[src/rtl/alu_dispatch_if.sv]
// Request / ALU / response bundle between the control unit, the dispatcher and the ALU.
// The slave modport is the dispatcher's view; master is the surrounding environment's view.
interface alu_dispatch_if;
  logic        req_valid;
  logic        req_ready;
  logic [31:0] req_dat1;
  logic [31:0] req_dat2;
  logic [4:0]  req_instr;
  logic [4:0]  req_rd;

  logic [31:0] ALU_dat1;
  logic [31:0] ALU_dat2;
  logic [4:0]  Instruction_to_ALU;
  logic        dat_ready;
  logic [31:0] ALU_out;
  logic        ALU_overflow;
  logic        ALU_con_met;
  logic        ALU_zero;
  logic        ALU_ready;

  logic        rsp_valid;
  logic        rsp_ready;
  logic [31:0] rsp_result;
  logic [4:0]  rsp_rd;
  logic [2:0]  rsp_flags;
  logic        rsp_err;

  modport slave (
    input  req_valid, req_dat1, req_dat2, req_instr, req_rd,
    input  ALU_out, ALU_overflow, ALU_con_met, ALU_zero, ALU_ready,
    input  rsp_ready,
    output req_ready, ALU_dat1, ALU_dat2, Instruction_to_ALU, dat_ready,
    output rsp_valid, rsp_result, rsp_rd, rsp_flags, rsp_err
  );

  modport master (
    output req_valid, req_dat1, req_dat2, req_instr, req_rd,
    output ALU_out, ALU_overflow, ALU_con_met, ALU_zero, ALU_ready,
    output rsp_ready,
    input  req_ready, ALU_dat1, ALU_dat2, Instruction_to_ALU, dat_ready,
    input  rsp_valid, rsp_result, rsp_rd, rsp_flags, rsp_err
  );
endinterface

[src/rtl/alu_dispatch.sv]
// Single-outstanding dispatcher: issues one CU request to a multi-cycle ALU, waits for its
// result (or a timeout) and holds the response until the downstream handshake.
module alu_dispatch #(
  parameter int TIMEOUT = 16
) (
  input  logic          soc_clk,
  input  logic          reset,
  alu_dispatch_if.slave bus
);
  localparam int CNT_W = $clog2(TIMEOUT) + 1;

  typedef enum logic [1:0] {IDLE, WAIT, RESP} state_t;

  state_t             state;
  state_t             state_next;
  logic               accept;
  logic               legal;
  logic               capture;
  logic               expire;
  logic [CNT_W-1:0]   tmo_cnt;

  // A lingering ALU_ready from the previous operation must drop before reissue.
  assign bus.req_ready = (state == IDLE) && !bus.ALU_ready && !reset;
  assign bus.dat_ready = (state == WAIT);
  assign bus.rsp_valid = (state == RESP);

  always_ff @(posedge soc_clk) begin
    if (reset) state <= IDLE;
    else       state <= state_next;
  end

  always_comb begin
    state_next = state;
    accept     = 1'b0;
    capture    = 1'b0;
    expire     = 1'b0;
    legal      = (bus.req_instr[4] == 1'b0);
    case (state)
      IDLE: begin
        if (bus.req_valid && bus.req_ready) begin
          accept     = 1'b1;
          state_next = legal ? WAIT : RESP;
        end
      end
      WAIT: begin
        // A result arriving on the timeout edge still counts as a success.
        if (bus.ALU_ready) begin
          capture    = 1'b1;
          state_next = RESP;
        end else if (tmo_cnt == CNT_W'(TIMEOUT - 1)) begin
          expire     = 1'b1;
          state_next = RESP;
        end
      end
      RESP: begin
        if (bus.rsp_ready) state_next = IDLE;
      end
      default: state_next = IDLE;
    endcase
  end

  always_ff @(posedge soc_clk) begin
    if (reset) begin
      bus.ALU_dat1           <= '0;
      bus.ALU_dat2           <= '0;
      bus.Instruction_to_ALU <= '0;
      bus.rsp_result         <= '0;
      bus.rsp_rd             <= '0;
      bus.rsp_flags          <= '0;
      bus.rsp_err            <= 1'b0;
      tmo_cnt                <= '0;
    end else begin
      if (accept) begin
        bus.rsp_rd <= bus.req_rd;
        if (legal) begin
          bus.ALU_dat1           <= bus.req_dat1;
          bus.ALU_dat2           <= bus.req_dat2;
          bus.Instruction_to_ALU <= bus.req_instr;
          tmo_cnt                <= '0;
        end else begin
          bus.rsp_result <= '0;
          bus.rsp_flags  <= '0;
          bus.rsp_err    <= 1'b1;
        end
      end
      if (capture) begin
        bus.rsp_result <= bus.ALU_out;
        bus.rsp_flags  <= {bus.ALU_overflow, bus.ALU_con_met, bus.ALU_zero};
        bus.rsp_err    <= 1'b0;
      end
      if (expire) begin
        bus.rsp_result <= '0;
        bus.rsp_flags  <= '0;
        bus.rsp_err    <= 1'b1;
      end
      // Stops at TIMEOUT-1 because the expiring edge leaves WAIT.
      if ((state == WAIT) && !bus.ALU_ready && !expire) tmo_cnt <= tmo_cnt + CNT_W'(1);
    end
  end
endmodule

[src/flat_wrapper.sv]
// flat-port wrapper written by rule: the top's interface ports become plain ports
module alu_dispatch_flat 
#(
  parameter int TIMEOUT = 16
)
  (soc_clk, reset, bus_req_valid, bus_req_dat1, bus_req_dat2, bus_req_instr, bus_req_rd, bus_ALU_out, bus_ALU_overflow, bus_ALU_con_met, bus_ALU_zero, bus_ALU_ready, bus_rsp_ready, bus_req_ready, bus_ALU_dat1, bus_ALU_dat2, bus_Instruction_to_ALU, bus_dat_ready, bus_rsp_valid, bus_rsp_result, bus_rsp_rd, bus_rsp_flags, bus_rsp_err);
  alu_dispatch_if bus_i ();
  input  logic soc_clk;
  input  logic reset;
  input wire logic [$bits(bus_i.req_valid)-1:0] bus_req_valid;
  input wire logic [$bits(bus_i.req_dat1)-1:0] bus_req_dat1;
  input wire logic [$bits(bus_i.req_dat2)-1:0] bus_req_dat2;
  input wire logic [$bits(bus_i.req_instr)-1:0] bus_req_instr;
  input wire logic [$bits(bus_i.req_rd)-1:0] bus_req_rd;
  input wire logic [$bits(bus_i.ALU_out)-1:0] bus_ALU_out;
  input wire logic [$bits(bus_i.ALU_overflow)-1:0] bus_ALU_overflow;
  input wire logic [$bits(bus_i.ALU_con_met)-1:0] bus_ALU_con_met;
  input wire logic [$bits(bus_i.ALU_zero)-1:0] bus_ALU_zero;
  input wire logic [$bits(bus_i.ALU_ready)-1:0] bus_ALU_ready;
  input wire logic [$bits(bus_i.rsp_ready)-1:0] bus_rsp_ready;
  output wire logic [$bits(bus_i.req_ready)-1:0] bus_req_ready;
  output wire logic [$bits(bus_i.ALU_dat1)-1:0] bus_ALU_dat1;
  output wire logic [$bits(bus_i.ALU_dat2)-1:0] bus_ALU_dat2;
  output wire logic [$bits(bus_i.Instruction_to_ALU)-1:0] bus_Instruction_to_ALU;
  output wire logic [$bits(bus_i.dat_ready)-1:0] bus_dat_ready;
  output wire logic [$bits(bus_i.rsp_valid)-1:0] bus_rsp_valid;
  output wire logic [$bits(bus_i.rsp_result)-1:0] bus_rsp_result;
  output wire logic [$bits(bus_i.rsp_rd)-1:0] bus_rsp_rd;
  output wire logic [$bits(bus_i.rsp_flags)-1:0] bus_rsp_flags;
  output wire logic [$bits(bus_i.rsp_err)-1:0] bus_rsp_err;
  assign bus_i.req_valid = bus_req_valid;
  assign bus_i.req_dat1 = bus_req_dat1;
  assign bus_i.req_dat2 = bus_req_dat2;
  assign bus_i.req_instr = bus_req_instr;
  assign bus_i.req_rd = bus_req_rd;
  assign bus_i.ALU_out = bus_ALU_out;
  assign bus_i.ALU_overflow = bus_ALU_overflow;
  assign bus_i.ALU_con_met = bus_ALU_con_met;
  assign bus_i.ALU_zero = bus_ALU_zero;
  assign bus_i.ALU_ready = bus_ALU_ready;
  assign bus_i.rsp_ready = bus_rsp_ready;
  assign bus_req_ready = bus_i.req_ready;
  assign bus_ALU_dat1 = bus_i.ALU_dat1;
  assign bus_ALU_dat2 = bus_i.ALU_dat2;
  assign bus_Instruction_to_ALU = bus_i.Instruction_to_ALU;
  assign bus_dat_ready = bus_i.dat_ready;
  assign bus_rsp_valid = bus_i.rsp_valid;
  assign bus_rsp_result = bus_i.rsp_result;
  assign bus_rsp_rd = bus_i.rsp_rd;
  assign bus_rsp_flags = bus_i.rsp_flags;
  assign bus_rsp_err = bus_i.rsp_err;
  alu_dispatch #(.TIMEOUT(TIMEOUT)) u_core (.soc_clk(soc_clk), .reset(reset), .bus(bus_i));
endmodule
[config.mk]
export PLATFORM = sky130hd
export DESIGN_NAME = alu_dispatch_flat
export DESIGN_NICKNAME = d
export VERILOG_FILES = /design/src/rtl/alu_dispatch_if.sv /design/src/rtl/alu_dispatch.sv /design/src/flat_wrapper.sv
export SDC_FILE = /design/constraint.sdc
export NUM_CORES = 1
export LEC_CHECK = 0
export ABC_AREA = 1
export BUFFER_PORTS_ARGS = -buffer_cell sky130_fd_sc_hd__buf_2
export CAP_MARGIN = 20
export CORE_AREA = 2 2 107 109
export CTS_BUF_LIST = sky130_fd_sc_hd__clkbuf_8 sky130_fd_sc_hd__clkbuf_16
export DETAILED_ROUTE_END_ITERATION = 8
export DIE_AREA = 0 0 109 111
export PLACE_DENSITY = 0.79
export RECOVER_POWER = 25
export SKIP_CTS_REPAIR_TIMING = 1
export SYNTH_ARGS = -nofsm -noshare
export SYNTH_HDL_FRONTEND = slang
export SYNTH_SLANG_ARGS = --single-unit
[constraint.sdc]
create_clock -name soc_clk -period 1.5 [get_ports soc_clk]
set_clock_uncertainty 0.05 [all_clocks]
set_input_delay 0.3 -clock soc_clk [delete_from_list [all_inputs] [get_ports soc_clk]]
set_output_delay 0.3 -clock soc_clk [all_outputs]
set_load 0.02 [all_outputs]
After elaboration in Yosys (flattened, before gate mapping)
Index checks and enable logic that the tools add are counted.
{"block": "word_totals", "regBits": 116, "in_bits": 114, "output_inout_bits": 113}
{"block": "op_classes", "n_addsub": 1, "eq_ne": 7, "n_mux": 26, "bitwise": 1, "n_reduce_logical": 20}
{"cell": "$mux 32", "count": 3}
{"cell": "$mux 5", "count": 3}
{"cell": "$mux 1", "count": 11}
{"cell": "$mux 2", "count": 5}
{"cell": "$mux 3", "count": 3}
{"cell": "$reduce_and 2->1", "count": 4}
{"cell": "$pmux 2 s3", "count": 1}
{"cell": "$reduce_bool 2->1", "count": 3}
{"cell": "$reduce_bool 3->1", "count": 2}
{"cell": "$add 5x1->5 const B", "count": 1}
{"cell": "$eq 5x4->1 const B", "count": 1}
{"cell": "$logic_and 1x1->1", "count": 5}
{"cell": "$ne 2x2->1 const B", "count": 2}
{"cell": "$logic_not 1->1", "count": 3}
{"cell": "$ne 3x2->1 const B", "count": 1}
{"cell": "$reduce_and 3->1", "count": 1}
{"cell": "$eq 2x1->1 const B", "count": 1}
{"cell": "$eq 2x2->1 const B", "count": 1}
{"cell": "$logic_not 2->1", "count": 1}
{"cell": "$ne 2x1->1 const B", "count": 1}
{"cell": "$reduce_or 2->1", "count": 1}
{"cell": "$not 1->1", "count": 1}

Longest topological paths before layout
{"block": "logic_depth", "ltp_word": 9, "mapped_depth": 11, "depth_no_buf": 11}

Least setup slack after synthesis
Ideal clock, no wire load.
{"block": "synth_timing", "path_type": "reg2reg", "startpoint": "reg u_core.tmo_cnt[0]", "endpoint": "reg u_core.tmo_cnt[4]", "setup_ps": 70, "arrival_ps": 1346, "t_required_ps": 1380, "path_slack_ps": 34, "stages_incl_launch_ff": 9, "path_buffers": 0, "period_less_slack_ps": 1466, "path_cell_list": "dfxtp_1 > ha_1 > nand2_1 > nor2_1 > ha_1 > nor2_1 > nand2_1 > or2_0 > a21oi_1"}
{"block": "synth_via", "elab_chain_len": 8, "word_cells_on_any_way": 11, "classes_between": "add/sub: 1; eq/ne: 2; mux: 4; reduce/logical: 4"}
{"item": "start, declared", "line_no": "alu_dispatch.sv:20", "source": "logic [CNT_W-1:0] tmo_cnt;"}
{"item": "start signal, assigned", "line_no": "alu_dispatch.sv:97", "source": "if ((state == WAIT) && !bus.ALU_ready && !expire) tmo_cnt <= tmo_cnt + CNT_W'(1);"}
{"item": "$eq 5x4->1", "line_no": "alu_dispatch.sv:50", "source": "end else if (tmo_cnt == CNT_W'(TIMEOUT - 1)) begin"}
{"item": "$mux 1", "line_no": "alu_dispatch.sv:50"}
{"item": "$mux 1", "line_no": "alu_dispatch.sv:47", "source": "if (bus.ALU_ready) begin"}
{"item": "$mux 1", "line_no": "alu_dispatch.sv:38", "source": "case (state)"}
{"item": "$logic_not 1->1", "line_no": "alu_dispatch.sv:97"}
{"item": "$logic_and 1x1->1", "line_no": "alu_dispatch.sv:97"}
{"item": "$ne 2x1->1 (no source line) or $reduce_bool 2->1 (tied branches)"}
{"item": "$reduce_and 2->1 (no source line)"}
Several ways; a longest one is shown, not always the timed one.
A chain may end at the register's enable or synchronous reset.

Worst setup path after layout
{"block": "layout_timing", "startpoint": "reg u_core.state[0]", "endpoint": "out bus_req_ready"}
{"block": "layout_via", "elab_chain_len": 3}
{"item": "start, declared", "line_no": "alu_dispatch.sv:14", "source": "state_t state;"}
{"item": "start signal, assigned", "line_no": "alu_dispatch.sv:29", "source": "else state <= state_next;"}
{"item": "$logic_not 2->1", "line_no": "alu_dispatch.sv:23", "source": "assign bus.req_ready = (state == IDLE) && !bus.ALU_ready && !reset;"}
{"item": "$logic_and 1x1->1 (2 in series)", "line_no": "alu_dispatch.sv:23"}
{"item": "end, declared", "line_no": "flat_wrapper.sv:21", "source": "output wire logic [$bits(bus_i.req_ready)-1:0] bus_req_ready;"}
No other way between the ends.

==> results.json <==
{
  "yosys_reg_bits": 116,
  "p_per_area_nw_per_um2": 1290,
  "mostFrequentLayoutCell": "sky130_fd_sc_hd__buf_2",
  "ir_drop_v": 0.000763,
  "post-layout-total-power_uw": 8340,
  "vias_in_the_first_global_route": 3926,
  "period_share_pct": 103,
  "cp-start-kind": "flop",
  "postLayoutSetupSlackWorst_ps": -47.6,
  "yosysUniqueCellTypes": 26,
  "placement.cell_area_um2": 5610,
  "fin_cells": 927,
  "clock-sinks": 116,
  "max_freq_mhz": 646,
  "initial_antenna_violation_count": 0,
  "global_route.overflow_total": 0,
  "detail_route.vias_per_cell": 4.64,
  "final_cell_mix": "sky130_fd_sc_hd__buf_2 (177), sky130_fd_sc_hd__nor2_1 (139), sky130_fd_sc_hd__dfxtp_1 (112), sky130_fd_sc_hd__o21ai_1 (64), sky130_fd_sc_hd__clkbuf_1 (45)",
  "timing.hold.worst.class": "primary input to flop",
  "cts_made_buffers": 17,
  "htree_levels": 4,
  "critical_path.max_fanout": 5,
  "num-nets-final": 887,
  "drc_errors": 0,
  "power.static_leakage_uw": 0.00283,
  "fp.dieArea_um2": 12100,
  "crit_arrival_ps": 1200,
  "initial_core_util_pct": 38.9,
  "core-area_um2": 11100,
  "worstSetupEndpointType": "output port",
  "drv_cap": 0,
  "critical_path_required_ps": 1150,
  "pin_count_of_the_biggest_net_entering_global_routing": 42,
  "reg2reg_from": "u_core.tmo_cnt[1]",
  "synth_cells": 534,
  "worstSetupStartpoint": "u_core.state[0]",
  "portBuffers": 225,
  "timing_hold_violations_final": 0,
  "syn_nets": 650,
  "finalHoldWorstSlack_ps": 80.4,
  "outcome": "complete, but fails checks",
  "place_hpwl_um": 8040,
  "clock_insertion_delay_worst_skew_ps": 400,
  "clk_path_buf_depth": 2,
  "diodes": 0,
  "final_max_slew_viol_count": 0,
  "final_period_minus_worst_setup_slack_ps": 1550,
  "syn-cell-area_um2": 4310,
  "postLayoutCellArea_um2": 6470,
  "drt_first_iter_violations": 254,
  "post_route_cells_drive_above_1_share_pct": 34.8,
  "tritoncts": "built",
  "die_y_um": 111,
  "cts.reportedPaths.clkPinSlew_ps": 60,
  "yosys_warnings": 0,
  "die_width_um": 109,
  "timing_worst_setup_path_type": "flop to output port",
  "syn_to_final_growth_pct": 50.1,
  "post_synth.cell_area_avg_um2": 8.07,
  "failed_checks": "negative setup slack",
  "top_ports": 227,
  "clk_root_buffer_cell": "sky130_fd_sc_hd__clkbuf_16",
  "placed_cells_incl_taps": 885,
  "globalplace.congestion": 0.768,
  "firstDrtPassIters": 4,
  "final_antenna_net_count": 0,
  "grt_pass1_wl_um": 18000,
  "floorplan.rows": 39,
  "wl_per_cell_um": 13.1,
  "unrepaired_setup_endpoints_after_global_routing": "true",
  "hold_path_startpoint": "bus_req_dat1[22]",
  "drt_wl_total_um": 12200,
  "finalSetupTns_ps": -68.4,
  "ys_seq_area_share_pct": 53.9,
  "routed-via-count": 4302,
  "grt_use_total_pct": 18.7,
  "setup_failing_eps_final": 3
}
-- layer usage --
| layer | vias to the layer above | share of wire, % | track usage, % |
|---|---|---|---|
| met1 | 1884 | 41 | 21.6 |
| met5 | - | 0 | 0 |
| met3 | 23 | 7.1 | 5.29 |
| met2 | 162 | 49 | 31.8 |
| li1 | 2233 | - | - |
| met4 | 0 | 2.1 | 8.21 |
-- final timing paths --
| kind | slack [ps] | depth (start not counted) | endpoint |
|---|---|---|---|
| setup / recovery | -50 | 2 | bus_req_ready |
| hold / removal | 80 | 3 | u_core.bus.ALU_dat1[22] |
| setup reg to reg | -20 | 8 | u_core.bus.rsp_result[6] |
| hold reg to reg | 390 | 2 | u_core.bus.rsp_rd[3] |
-- registers in the layout (all words and copies together) (netlist names) --
register                       cells
u_core.tmo_cnt                     5
u_core.bus.rsp_err                 1
u_core.state                       2
u_core.bus.rsp_rd                  5
u_core.bus.ALU_dat2               32
u_core.bus.Instruction_to_ALU      4
u_core.bus.rsp_result             32
u_core.bus.ALU_dat1               32
u_core.bus.rsp_flags               3
-- stage by stage --
step / setup slack [ps] / util, %
after global placement: -11.0 / 50.7
after global routing: -118 / 58.4
after floorplan: 34.4 / -
final: -47.6 / 58.4
after detailed placement: -36.8 / 50.7
after CTS: -241 / 56.6
-- cell families (layout without fill, tap and decap cells) --
group	after synthesis	after routing	share of synthesized area, %
compound gates	124	124	14.8
fa+ha+maj	2	2	0.581
buf+inv	54	304	7.55
flops	116	116	53.9
other cells	1	1	0.0870
simple gates	237	237	23.1
-- final cells by class --
type                    instances  area, µm²
fillers                      1022       4610
flip-flops and latches        116       2330
multi-input cells             364       1740
repair buffers                255       1490
clock buffers                  17        425
clock inverters                15        231
well taps                     143        179
inverters                      17       71.3
-- Yosys cell counts (all sizes together) --
library cell	number	area share, %
a211oi	1	0.17
a21oi	45	5.5
a31oi	1	0.15
buf	30	5.4
clkbuf	7	0.64
conb	1	0.087
dfxtp	116	54
ha	2	0.58
inv	17	1.5
nand2	47	4.3
nand3	42	4.9
nand4	2	0.58
nor2	144	13
nor4	1	0.15
o21ai	77	8.9
or2	1	0.15
-- critical path, cell delays in order, from the launching register on --
cell	delay, ps
sky130_fd_sc_hd__dfxtp_4	370
sky130_fd_sc_hd__nor4_4	250
sky130_fd_sc_hd__buf_4	180
-- where the power goes --
part | internal, µW | total, µW | switching [µW]
Clock | 2960 | 4430 | 1460
Sequential | 3160 | 3210 | 44.2
Combinational | 311 | 708 | 397
Note: power is estimated with default switching activity, not from simulation.
